===== src/rtl/mem_row_arbiter_if.sv =====
// rtl/mem_row_arbiter_if.sv - requester handshakes and shared row-bank bus for mem_row_arbiter
interface mem_row_arbiter_if #(
    parameter int ROWS   = 4,
    parameter int ADDR_W = 2,
    parameter int DATA_W = 8
);
    logic                   req_a;
    logic                   we_a;
    logic [ADDR_W-1:0]      addr_a;
    logic [DATA_W-1:0]      wdata_a;
    logic                   done_a;
    logic                   err_a;
    logic [DATA_W-1:0]      rdata_a;

    logic                   req_b;
    logic                   we_b;
    logic [ADDR_W-1:0]      addr_b;
    logic [DATA_W-1:0]      wdata_b;
    logic                   done_b;
    logic                   err_b;
    logic [DATA_W-1:0]      rdata_b;

    logic [ROWS-1:0]        row_S;
    logic                   row_op;
    logic [DATA_W-1:0]      row_data_in;
    logic [ROWS*DATA_W-1:0] row_data_out;

    // master: requesters plus the row bank; slave: the arbiter
    modport master (
        output req_a, we_a, addr_a, wdata_a,
        input  done_a, err_a, rdata_a,
        output req_b, we_b, addr_b, wdata_b,
        input  done_b, err_b, rdata_b,
        input  row_S, row_op, row_data_in,
        output row_data_out
    );

    modport slave (
        input  req_a, we_a, addr_a, wdata_a,
        output done_a, err_a, rdata_a,
        input  req_b, we_b, addr_b, wdata_b,
        output done_b, err_b, rdata_b,
        output row_S, row_op, row_data_in,
        input  row_data_out
    );
endinterface


===== src/rtl/mem_row_arbiter.sv =====
// rtl/mem_row_arbiter.sv - round-robin two-requester controller sequencing a level-sensitive row bank
module mem_row_arbiter #(
    parameter int ROWS   = 4,
    parameter int ADDR_W = 2,
    parameter int DATA_W = 8
) (
    input  logic             clk,
    input  logic             rst,
    mem_row_arbiter_if.slave bus
);
    typedef enum logic [2:0] {IDLE, SETUP, STROBE, HOLD, DONE} state_t;

    state_t            state_q;
    state_t            state_d;
    logic              last_b_q;
    logic              grant_b_q;
    logic              we_q;
    logic [ADDR_W-1:0] addr_q;
    logic [DATA_W-1:0] wdata_q;
    logic [DATA_W-1:0] rd_cap_q;

    logic              take;
    logic              take_b;
    logic [ROWS-1:0]   sel;
    logic              in_range;
    logic [DATA_W-1:0] rd_sel;

    logic [ROWS-1:0]   s_d;
    logic              op_d;
    logic [DATA_W-1:0] din_d;
    logic              done_d;

    // An address with no matching row leaves sel empty, which doubles as the range check.
    always_comb begin
        sel    = '0;
        rd_sel = '0;
        for (int i = 0; i < ROWS; i++) begin
            if (addr_q == ADDR_W'(i)) begin
                sel[i] = 1'b1;
                rd_sel = bus.row_data_out[i*DATA_W +: DATA_W];
            end
        end
    end

    assign in_range = |sel;

    always_comb begin
        take = bus.req_a | bus.req_b;
        if (bus.req_a && bus.req_b) begin
            take_b = ~last_b_q;
        end else begin
            take_b = bus.req_b;
        end
    end

    always_comb begin
        state_d = state_q;
        unique case (state_q)
            IDLE:    if (take) state_d = SETUP;
            SETUP:   state_d = STROBE;
            STROBE:  state_d = HOLD;
            HOLD:    state_d = DONE;
            DONE:    state_d = IDLE;
            default: state_d = IDLE;
        endcase
    end

    // Bus values for the phase named by state_q; they reach the pins one edge later.
    always_comb begin
        s_d    = '0;
        op_d   = 1'b0;
        din_d  = '0;
        done_d = 1'b0;
        case (state_q)
            SETUP, HOLD: begin
                op_d  = we_q;
                din_d = we_q ? wdata_q : '0;
            end
            STROBE: begin
                op_d  = we_q;
                din_d = we_q ? wdata_q : '0;
                s_d   = sel;
            end
            DONE:    done_d = 1'b1;
            default: ;
        endcase
    end

    always_ff @(posedge clk) begin
        if (rst) begin
            state_q         <= IDLE;
            last_b_q        <= 1'b1;
            grant_b_q       <= 1'b0;
            we_q            <= 1'b0;
            addr_q          <= '0;
            wdata_q         <= '0;
            rd_cap_q        <= '0;
            bus.row_S       <= '0;
            bus.row_op      <= 1'b0;
            bus.row_data_in <= '0;
            bus.done_a      <= 1'b0;
            bus.done_b      <= 1'b0;
            bus.err_a       <= 1'b0;
            bus.err_b       <= 1'b0;
            bus.rdata_a     <= '0;
            bus.rdata_b     <= '0;
        end else begin
            state_q <= state_d;

            if (state_q == IDLE && take) begin
                grant_b_q <= take_b;
                last_b_q  <= take_b;
                we_q      <= take_b ? bus.we_b    : bus.we_a;
                addr_q    <= take_b ? bus.addr_b  : bus.addr_a;
                wdata_q   <= take_b ? bus.wdata_b : bus.wdata_a;
            end

            // The pins show the strobe phase while state_q is HOLD, so sample the row now.
            if (state_q == HOLD) begin
                rd_cap_q <= rd_sel;
            end

            bus.row_S       <= s_d;
            bus.row_op      <= op_d;
            bus.row_data_in <= din_d;
            bus.done_a      <= done_d & ~grant_b_q;
            bus.done_b      <= done_d &  grant_b_q;
            bus.err_a       <= done_d & ~grant_b_q & ~in_range;
            bus.err_b       <= done_d &  grant_b_q & ~in_range;

            if (done_d && !we_q) begin
                if (grant_b_q) begin
                    bus.rdata_b <= rd_cap_q;
                end else begin
                    bus.rdata_a <= rd_cap_q;
                end
            end
        end
    end
endmodule


===== src/flat_wrapper.sv =====
// flat-port wrapper written by rule: the top's interface ports become plain ports
module mem_row_arbiter_flat 
#(
    parameter int ROWS   = 4,
    parameter int ADDR_W = 2,
    parameter int DATA_W = 8
)
  (clk, rst, bus_req_a, bus_we_a, bus_addr_a, bus_wdata_a, bus_done_a, bus_err_a, bus_rdata_a, bus_req_b, bus_we_b, bus_addr_b, bus_wdata_b, bus_done_b, bus_err_b, bus_rdata_b, bus_row_S, bus_row_op, bus_row_data_in, bus_row_data_out);
  mem_row_arbiter_if #(.ROWS(ROWS), .ADDR_W(ADDR_W), .DATA_W(DATA_W)) bus_i ();
  input  logic clk;
  input  logic rst;
  input wire logic [$bits(bus_i.req_a)-1:0] bus_req_a;
  input wire logic [$bits(bus_i.we_a)-1:0] bus_we_a;
  input wire logic [$bits(bus_i.addr_a)-1:0] bus_addr_a;
  input wire logic [$bits(bus_i.wdata_a)-1:0] bus_wdata_a;
  output wire logic [$bits(bus_i.done_a)-1:0] bus_done_a;
  output wire logic [$bits(bus_i.err_a)-1:0] bus_err_a;
  output wire logic [$bits(bus_i.rdata_a)-1:0] bus_rdata_a;
  input wire logic [$bits(bus_i.req_b)-1:0] bus_req_b;
  input wire logic [$bits(bus_i.we_b)-1:0] bus_we_b;
  input wire logic [$bits(bus_i.addr_b)-1:0] bus_addr_b;
  input wire logic [$bits(bus_i.wdata_b)-1:0] bus_wdata_b;
  output wire logic [$bits(bus_i.done_b)-1:0] bus_done_b;
  output wire logic [$bits(bus_i.err_b)-1:0] bus_err_b;
  output wire logic [$bits(bus_i.rdata_b)-1:0] bus_rdata_b;
  output wire logic [$bits(bus_i.row_S)-1:0] bus_row_S;
  output wire logic [$bits(bus_i.row_op)-1:0] bus_row_op;
  output wire logic [$bits(bus_i.row_data_in)-1:0] bus_row_data_in;
  input wire logic [$bits(bus_i.row_data_out)-1:0] bus_row_data_out;
  assign bus_i.req_a = bus_req_a;
  assign bus_i.we_a = bus_we_a;
  assign bus_i.addr_a = bus_addr_a;
  assign bus_i.wdata_a = bus_wdata_a;
  assign bus_done_a = bus_i.done_a;
  assign bus_err_a = bus_i.err_a;
  assign bus_rdata_a = bus_i.rdata_a;
  assign bus_i.req_b = bus_req_b;
  assign bus_i.we_b = bus_we_b;
  assign bus_i.addr_b = bus_addr_b;
  assign bus_i.wdata_b = bus_wdata_b;
  assign bus_done_b = bus_i.done_b;
  assign bus_err_b = bus_i.err_b;
  assign bus_rdata_b = bus_i.rdata_b;
  assign bus_row_S = bus_i.row_S;
  assign bus_row_op = bus_i.row_op;
  assign bus_row_data_in = bus_i.row_data_in;
  assign bus_i.row_data_out = bus_row_data_out;
  mem_row_arbiter #(.ROWS(ROWS), .ADDR_W(ADDR_W), .DATA_W(DATA_W)) u_core (.clk(clk), .rst(rst), .bus(bus_i));
endmodule

===== config.mk =====
export PLATFORM = sky130hd
export DESIGN_NAME = mem_row_arbiter_flat
export DESIGN_NICKNAME = d
export VERILOG_FILES = /design/src/rtl/mem_row_arbiter_if.sv /design/src/rtl/mem_row_arbiter.sv /design/src/flat_wrapper.sv
export SDC_FILE = /design/constraint.sdc
export NUM_CORES = 1
export LEC_CHECK = 0
export CAP_MARGIN = 10
export CORE_ASPECT_RATIO = 0.5
export CORE_MARGIN = 4
export CORE_UTILIZATION = 25
export CTS_BUF_LIST = sky130_fd_sc_hd__clkbuf_4
export DETAILED_ROUTE_END_ITERATION = 7
export PLACE_DENSITY = 0.47
export SLEW_MARGIN = 20
export SYNTH_ARGS = -nofsm -noshare
export SYNTH_HDL_FRONTEND = slang
export SYNTH_SLANG_ARGS = --single-unit

===== constraint.sdc =====
create_clock -name clk -period 5 [get_ports clk]
set_clock_uncertainty 0.15 [all_clocks]
set_input_delay 1.5 -clock clk [delete_from_list [all_inputs] [get_ports clk]]
set_output_delay 1.5 -clock clk [all_outputs]
set_load 0.01 [all_outputs]

==> metrics, run 1 <==
multi-input combinational cell area 0.00112 sq mm; final period utilization 61.5%; Synth Cell Area approximately 0.0024 sq mm; DR iter-0 viols 39; post-synthesis sequential area ratio about half; die area 0.0111 sq mm; Initial Util a little over a quarter; Routed Antenna Nets 0; Placer Congestion between 0.7 and 0.8; global-route wire length before repair between 9000 and 10000 um; Clk Tree Root Cell clkbuf_4; RSZ-0062 raised after global routing false; hold path depth 1; power share of the clock group roughly 32%; Hold Path Origin u_core.wdata_q[2]; Final WS setup around 1.9 ns; syn_area_per_cell 11.7 sq um; dominant cells by area after synthesis dfxtp_1 48%, mux2i_1 11%, mux4_2 7.7%; maxcap violations 0; routed len/inst between 10 and 15 um; TritonRoute pass-1 iters 4; largest net degree at the start of global routing 30; top-count cell post-synth dfxtp_1; Synth cell types 33; cell row count 24; pwr/cell area roughly 290 mW/mm^2; Die Y ~77 um; Yosys warning count 0; Pint roughly 0.00074 W; top-area cell type share of the netlist area 48.5%; post-layout net count about 350; Main synth FF type dfxtp_1; worst reg-to-reg setup slack ~3.0 ns; Routed WL 6020 um; leakage 1.31 nW; status finished, final reports clean; core area 0.00895 sq mm; worst-path fanout max 12; clk slew on worst S/H paths 0.09 ns; fillers 890; Fmax achieved approximately 330 MHz; Sw Ratio 25.3%; Hold Path Sink u_core.bus.row_data_in[2]; instance count of the mapped netlist about 200; post-DP HPWL 4630 um; Tot Pwr 0.000986 W; Worst Setup End Kind flip-flop; P&R area growth vs syn 46.7%; Worst slew margin about two fifths; Critical Path AT between 3 and 4 ns; combinational share of power 16.5%; share of layout cells above drive strength 1 between 10% and 20%; WS Path Type in -> reg; Hold Path Class reg -> reg; R2R Path Start u_core.state_q[0]; H-tree Lvls 3; Final Setup Violations 0; clock sink count 57; Flop pwr share 51.2%; TritonCTS Buffers 9; CTS tree built; initial antenna violation count 0; post-CTS setup buffers 0; worst-skew pair later-pin latency just under 0.4 ns; GRT Total Usage between 10% and 20%; Sw Pwr 0.000250 W; setup TNS 0 ns; diodes inserted 0; Place WS about 1.5 ns; Startpoint Class input port; Post-CTS Hold Buffers 0; minimum clock period 3.07 ns; clock buffer depth 2; Hold Vio Cnt, Final 0; Slew Limit Fails 0; global route overflow 0; post-synthesis async set-or-reset flop share 0%; I/O pins 91; Max VDD drop 0.0907 mV; Die Wd 145 um; FF+latch count, synth 57; worst r2r dst u_core.wdata_q[7]; area leader, netlist dfxtp_1; drt via density about 4.3; EDFF count, synth 0; Register Area between 0.001 and 0.0015 sq mm; Cell Area, Placed 0.00332 sq mm; buffers added on ports 90; vias in the first global route 1807; # resized after CTS 0; list of most frequent post-synthesis cells 57 x dfxtp_1, 27 x mux2i_1, 25 x nand2b_1, 13 x a21oi_1, 11 x a211oi_1; worst-margin pin slew between 0.8 and 0.9 ns; vias 1764; Worst Reg-to-Reg Cells 3; DR DRC count 0; CP required 5.16 ns; post-route cell area about 0.0035 sq mm
==> layout make-up <==
class	instances	share of cell area (%)
Clock buffer	11	2.39
Sequential cell	57	33.0
Tap cell	117	4.24
Multi-Input combinational cell	129	32.5
Timing Repair Buffer	92	26.5
Clock inverter	5	1.34
==> logic make-up after synthesis <==
| kind of cell | synth area share (%) |
|---|---|
| flops | 48.5 |
| simple gates | 16.8 |
| compound gates | 11.0 |
| mux | 19.1 |
| buf+inv | 4.09 |
| xor+xnor | 0.372 |
| other cells | 0.159 |
==> placed cells by master, fill, tap and decap left out <==
master / n
a21oi_1: 13
or2_0: 1
clkinv_2: 1
xnor2_1: 1
and3_1: 2
a21bo_2: 1
nand2_2: 1
nor4b_4: 2
nand2b_1: 25
clkdlybuf4s50_1: 90
o2bb2ai_1: 6
a21boi_2: 1
nor3_4: 1
mux4_2: 8
nor4_1: 1
o21bai_1: 1
nor2b_4: 1
clkinv_1: 3
nor3b_1: 2
nor2_1: 3
mux2i_1: 27
bufinv_16: 1
and3b_1: 2
nor3_1: 2
and2_1: 9
buf_4: 2
nand2_1: 3
a211oi_1: 11
dfxtp_1: 57
o2bb2ai_2: 2
conb_1: 2
nor4b_1: 1
clkbuf_4: 11
==> flip-flops by register name, summed over array words and instances, names as in the netlist <==
register and count:
u_core.bus.rdata_a 8, u_core.bus.rdata_b 8, u_core.bus.row_data_in 8, u_core.rd_cap_q 8, u_core.wdata_q 8, u_core.bus.row_S 4, u_core.state_q 3, u_core.addr_q 2
u_core.bus.done_a 1, u_core.bus.done_b 1, u_core.bus.err_a 1, u_core.bus.err_b 1, u_core.bus.row_op 1, u_core.grant_b_q 1, u_core.last_b_q 1, u_core.we_q 1
==> worst max path at each step <==
stage                     startpoint                 to  slack [ns]
after floorplan                  rst  u_core.state_q[1]        2.40
after global placement     bus_req_b   u_core.addr_q[1]        1.57
after detailed placement   bus_req_b   u_core.addr_q[0]        1.48
after CTS                  bus_req_b   u_core.addr_q[0]        1.91
after global routing       bus_req_b  u_core.wdata_q[7]        1.80
final                      bus_req_b   u_core.addr_q[0]        1.93
==> metrics by stage <==
stage / cells / util, % / hold slack (ns)
2_1_floorplan: 202 / - / 0.281
3_3_place_gp: 395 / 37.2 / 0.290
3_5_place_dp: 395 / 37.2 / 0.297
4_1_cts: 411 / 38.6 / 0.318
5_1_grt: 411 / 38.6 / 0.333
6_report: 411 / 38.6 / 0.314
==> critical path: stages <==
cell	delay, ns
clkdlybuf4s50_1	0.50
a21boi_2	0.72
mux2i_1	0.24
a211oi_1	0.27
==> power by group through the flow <==
stage,sequential [W],combinational [W],clock (W)
2_1_floorplan,0.000504,0.000106,0
3_3_place_gp,0.000515,0.000162,0
3_5_place_dp,0.000516,0.000164,0
4_1_cts,0.000505,0.000165,0.000336
5_1_grt,0.000510,0.000175,0.000358
6_report,0.000504,0.000162,0.000319
==> layer usage <==
metal,part of all wire (%),GRT usage (%),routed length [um]
met3,4.4,4.46,265
met5,0,0,0
met4,1.4,4.55,82
met2,50,18.8,2990
met1,45,13.3,2680
No activity file was read; power rests on OpenSTA's default activity.
==> run 2, diff against run 1 <==
- PLACE_DENSITY: 0.47 -> 0.48
- clock period: 5 -> 2.72 ns (I/O delays scaled with it)
==> run 2 against run 1 <==
Final cell count increased by 0.73%. Via count increased by 3.3%. Wire length increased by 0.96%. Highest routed layer unchanged. First-iteration DRC count increased by 74%. Non-clock buffer count increased by 5. Sequential power increased by 84%. Core utilization increased by 0.070 points. Register-to-register slack got worse by 2.2 ns. Largest power group unchanged. Die area unchanged. Clock-buffer cell count increased by 1. Total power increased by 74%.
==> metrics, run 2 (synthesis gave the netlist of run 1 again) <==
routed len/inst 14.7 um (+0.23%); post-layout net count 352 (+1.4%); Die Y 76.6 um (unchanged); clock buffer depth 2 (unchanged); Startpoint Class flip-flop; Register Area 0.00114 sq mm (unchanged); H-tree Lvls 3 (unchanged); post-CTS setup buffers 0 (unchanged); RSZ-0062 raised after global routing false; worst-skew pair later-pin latency 0.40 ns (about the same); cell family with the largest share of critical-path delay buffers and inverters; worst-path fanout max 2 (-10); global-route wire length before repair 10100 um (+2.9%); Sw Ratio 25.8% (+0.44 points); Max VDD drop 0.156 mV (+72%); power share of the clock group 28.0% (-4.4 points); drt via density 4.40 (+2.6%); Sw Pwr 0.000442 W (+77%); Worst slew margin 56.0% (+16 points); CTS tree built; Post-CTS Hold Buffers 0 (unchanged); status finished, final reports clean; Clk Tree Root Cell clkbuf_4; critical path startpoint u_core.bus.rdata_b[2]; DR DRC count 0 (unchanged); minimum clock period ~2.3 ns; Crit path largest cell delay 0.54 ns (-0.18 ns); critical-path cell list clkdlybuf4s50_1; Hold Worst Slack 0.309 ns (-0.00506 ns); Placer Congestion 0.724 (+0.24%); Worst path slowest cell clkdlybuf4s50_1; core area 0.00895 sq mm (unchanged); worst r2r dst u_core.we_q; die area 0.0111 sq mm (unchanged); worst reg-to-reg setup slack 0.88 ns (-2.16 ns); WS Path Type reg -> out; cell row count 24 (unchanged); Place WS 0.339 ns (-1.14 ns); R2R Path Start u_core.state_q[0]; clk slew on worst S/H paths 0.10 ns (about the same); pwr/cell area 496 mW/mm^2 (+74%); Flop pwr share 54.1% (+2.9 points); largest net degree at the start of global routing 29 (-3.3%); Worst path depth 1 (-3); buffers added on ports 90 (unchanged); Initial Util 26.3% (unchanged); post-DP HPWL 4650 um (+0.38%); Slew Limit Fails 0 (unchanged); Hold Vio Cnt, Final 0 (unchanged); share of layout cells above drive strength 1 12.1% (+1.2 points); Die Wd 145 um (unchanged); setup TNS 0 ns (unchanged); multi-input combinational cell area 0.00112 sq mm (unchanged); fillers 886 (-0.45%); Pint 0.00127 W (+73%); leakage 1.32 nW (+0.72%); CP endpoint bus_rdata_b[2]; Hold Path Class reg -> reg; diodes inserted 0 (unchanged); TritonRoute pass-1 iters 4 (unchanged); combinational share of power 17.9% (+1.4 points); most frequent cells in the layout 90 x clkdlybuf4s50_1, 57 x dfxtp_1, 27 x mux2i_1; most common library cell in the layout ignoring fill and taps clkdlybuf4s50_1; I/O pins 91 (unchanged); Buf/Inv on CP 1 (unchanged); Routed Antenna Nets 0 (unchanged); Final Setup Violations 0 (unchanged); DR iter-0 viols 68 (+74%); Worst Reg-to-Reg Cells 4 (+1); vias 1823 (+3.3%); Fmax achieved 444 MHz; maxcap violations 0 (unchanged); final period utilization 82.8%; Routed WL 6080 um (+0.96%); Worst Setup End Kind output pin; global route overflow 0 (unchanged); CP required 1.75 ns (-3.41 ns); Final WS setup 0.467 ns (-1.46 ns); initial antenna violation count 0 (unchanged); Critical Path AT 1.29 ns (-1.94 ns); vias in the first global route 1996 (+10%); Tot Pwr 0.00172 W (+74%); clock sink count 57 (unchanged); P&R area growth vs syn 46.9%; GRT Total Usage 11.5% (+0.11 points); TritonCTS Buffers 9 (unchanged); # resized after CTS 0 (unchanged); worst-margin pin slew 0.659 ns (-0.237 ns)
==> run 2: changes by cell type in the layout (fill, tap and decap cells not counted) <==
cell / delta
clkinv_2: -1
buf_4: +5
clkbuf_4: +1
clkinv_1: -1
bufinv_16: -1
==> run 2: metal layers <==
| metal | share of wire (%) | vias up | wire length [um] | GRT usage [%] |
|---|---|---|---|---|
| li1 | - | 908 | - | - |
| met3 | 5.1 | 4 | 312 | 5.05 |
| met2 | 50 | 48 | 3020 | 19.5 |
| met1 | 44 | 863 | 2690 | 12.9 |
| met4 | 0.91 | 0 | 55 | 3.69 |
| met5 | 0 | - | 0 | 0 |
==> run 2: cell type report <==
cell class                 count  share of cell area (%)
clock buffer                  12                    2.60
tap                          117                    4.23
timing repair buffer          97                    27.6
sequential                    57                    33.0
multi-input combinational    129                    32.4
clock inverter                 2                   0.217
==> run 2: how the worst min path moves through the flow <==
stage                            from                   endpoint  slack (ns)  cells after the start
finish              u_core.wdata_q[5]  u_core.bus.row_data_in[5]        0.31                      1
CTS                 u_core.wdata_q[5]  u_core.bus.row_data_in[5]        0.31                      1
global route        u_core.wdata_q[1]  u_core.bus.row_data_in[1]        0.33                      1
global placement    u_core.wdata_q[4]  u_core.bus.row_data_in[4]        0.29                      1
detailed placement  u_core.wdata_q[1]  u_core.bus.row_data_in[1]        0.29                      1
floorplan           u_core.wdata_q[0]  u_core.bus.row_data_in[0]        0.28                      1
==> run 2: worst reg2reg max path, cell delays in order, from the launching register on <==
cell and delay, ns:
dfxtp_1 0.43, nor3_4 0.32, buf_4 0.23, and2_1 0.42, a211oi_1 0.14
==> run 2: through the flow <==
step                      utilization, %  instances  cell area [sq um]
after floorplan                        -        202               2360
after detailed placement            37.6        400               3360
after global placement              37.6        400               3360
final                               38.7        414               3460
after global routing                38.7        414               3460
after CTS                           38.7        414               3460
==> run 2: power groups by stage <==
stage | sequential, W | combinational, W | clock [W]
finish | 0.000929 | 0.000306 | 0.000481
global placement | 0.000948 | 0.000306 | 0
floorplan | 0.000926 | 0.000195 | 0
CTS | 0.000930 | 0.000311 | 0.000510
global route | 0.000939 | 0.000336 | 0.000545
detailed placement | 0.000949 | 0.000310 | 0
==> run 3, diff against run 2 <==
- clock period: 2.72 -> 1.9 ns (I/O delays scaled with it)
==> run 3 against run 2 <==
Cell area is 1.3% higher. Final cell count up 1.4%. Register-to-register slack worse by 0.63 ns. Sequential share of layout area decreased by 0.44 points. Non-clock buffer count up 5. Combinational power grew 54%. Die area unchanged. Clock-buffer cell count down 2. First-iteration DRC count decreased by 13%. Largest power group unchanged.
==> metrics, run 3 (synthesis gave the netlist of run 1 again) <==
RSZ-0062 raised after global routing false; Util after Layout 39.2% (+0.52 points); maxcap violations 0 (unchanged); status finished, final reports clean; worst reg-to-reg setup slack 0.25 ns (-0.63 ns); cell row count 24 (unchanged); final std cells w/o fill 420 (+1.4%); minimum clock period 1.78 ns; post-DP HPWL 4790 um (+3.1%); routed len/inst 14.7 um (+0.18%); Worst Setup End Kind output pin; vias in the first global route 1953 (-2.2%); setup TNS 0 ns (unchanged); Hold Worst Slack 0.319 ns (+0.00948 ns); post-layout net count 357 (+1.4%); critical-path cell list dlygate4sd2_1; hold path depth 1 (unchanged); Critical Path AT 1.06 ns (-0.23 ns); Max VDD drop 0.210 mV (+34%); fillers 926 (+4.5%); Crit path largest cell delay 0.37 ns (-0.17 ns); Hold Path Origin u_core.wdata_q[1]; Routed Antenna Nets 0 (unchanged); Slew Limit Fails 0 (unchanged); Placer Congestion 0.719 (-0.65%); Routed WL 6180 um (+1.6%); worst-margin pin slew 0.555 ns (-0.103 ns); Buf/Inv on CP 1 (unchanged); pwr/cell area 746 mW/mm^2 (+50%); Final Setup Violations 0 (unchanged); Startpoint Class flip-flop; worst-skew pair later-pin latency 0.41 ns (about the same); most frequent cells in the layout 57 x clkdlybuf4s50_1, 57 x dfxtp_1, 33 x dlygate4sd2_1; final period utilization between 90% and 100%; Initial Util 26.3% (unchanged); Worst path slowest cell dfxtp_1; Post-CTS Hold Buffers 0 (unchanged); Die Wd 145 um (unchanged); largest net degree at the start of global routing 25 (-14%); core area 0.00895 sq mm (unchanged); H-tree Lvls 3 (unchanged); global-route wire length before repair 10100 um (+0.27%); Worst Reg-to-Reg Cells 3 (-1); TritonCTS Buffers 9 (unchanged); share of layout cells above drive strength 1 13.9% (+1.7 points); clk slew on worst S/H paths 0.10 ns (about the same); CTS tree built; WS Path Type reg -> out; worst-path fanout max 2 (unchanged); vias 1846 (+1.3%); Hold Path Sink u_core.bus.row_data_in[1]; post-CTS setup buffers 0 (unchanged); Hold Vio Cnt, Final 0 (unchanged); Worst slew margin 63.0% (+6.9 points); drt via density 4.40 (-0.18%); DR DRC count 0 (unchanged); worst r2r dst u_core.wdata_q[7]; R2R Path Start u_core.state_q[0]; GRT Total Usage 11.7% (+0.21 points); leakage 1.52 nW (+15%); DR iter-0 viols 59 (-13%); Die Y 76.6 um (unchanged); I/O pins 91 (unchanged); initial antenna violation count 0 (unchanged); TritonRoute pass-1 iters 4 (unchanged); buffers added on ports 90 (unchanged); post-route cell area 0.00351 sq mm (+1.3%); placed instance count 405 (+1.3%); clock sink count 57 (unchanged); CP required 1.18 ns (-0.57 ns); Cell Area, Placed 0.00342 sq mm (+1.9%); diodes inserted 0 (unchanged); cell family with the largest share of critical-path delay flip-flops; clock buffer depth 2 (unchanged); die area 0.0111 sq mm (unchanged); Clk Tree Root Cell clkbuf_4; Hold Path Class reg -> reg; P&R area growth vs syn 48.9%; global route overflow 0 (unchanged); Fmax achieved 561 MHz
==> run 3: worst max path at each step <==
stage	startpoint	end	slack, ns	cells after the start
after floorplan	rst	u_core.state_q[1]	0.23	4
after global placement	rst	u_core.bus.row_S[0]	-0.20	4
after CTS	u_core.bus.rdata_a[4]	bus_rdata_a[4]	0.09	1
after global routing	u_core.bus.rdata_b[2]	bus_rdata_b[2]	0.05	1
after detailed placement	bus_req_a	u_core.wdata_q[6]	-0.23	4
final	u_core.bus.rdata_b[2]	bus_rdata_b[2]	0.12	1
==> run 3: repair_timing <==
action / in CTS / in global routing
endpoints found under the setup margin: 33 / 0
endpoints found under the hold margin: 0 / 0
gates resized for setup: 33 / 0
==> run 3: final cells by class <==
cell class                 instances  area (sq um)  share of cell area (%)
clock inverter                     5          47.5                    1.36
tap                              117           146                    4.18
multi-input combinational        129          1120                    32.0
clock buffer                      10          75.1                    2.14
timing repair buffer             102           975                    27.8
sequential                        57          1140                    32.5
==> run 3: per-layer routing <==
metal | up-vias | GRT usage, % | wire length (um)
li1 | 921 | - | -
met1 | 866 | 13.7 | 2830
met2 | 48 | 18.8 | 2940
met3 | 11 | 5.41 | 306
met4 | 0 | 4.17 | 105
met5 | - | 0 | 0
==> run 3: power breakdown <==
group	leakage, nW	internal [W]	switching (W)
logic	0.983	0.000285	0.000186
clock network	0.0711	0.000396	0.000434
registers	0.464	0.00126	0.0000564
total	1.52	0.00194	0.000676
==> run 3: through the flow <==
step	power, W	worst slack [ns]
2_1_floorplan	0.00160	0.228
3_3_place_gp	0.00182	-0.197
3_5_place_dp	0.00183	-0.225
4_1_cts	0.00266	0.0855
5_1_grt	0.00276	0.0514
6_report	0.00261	0.119
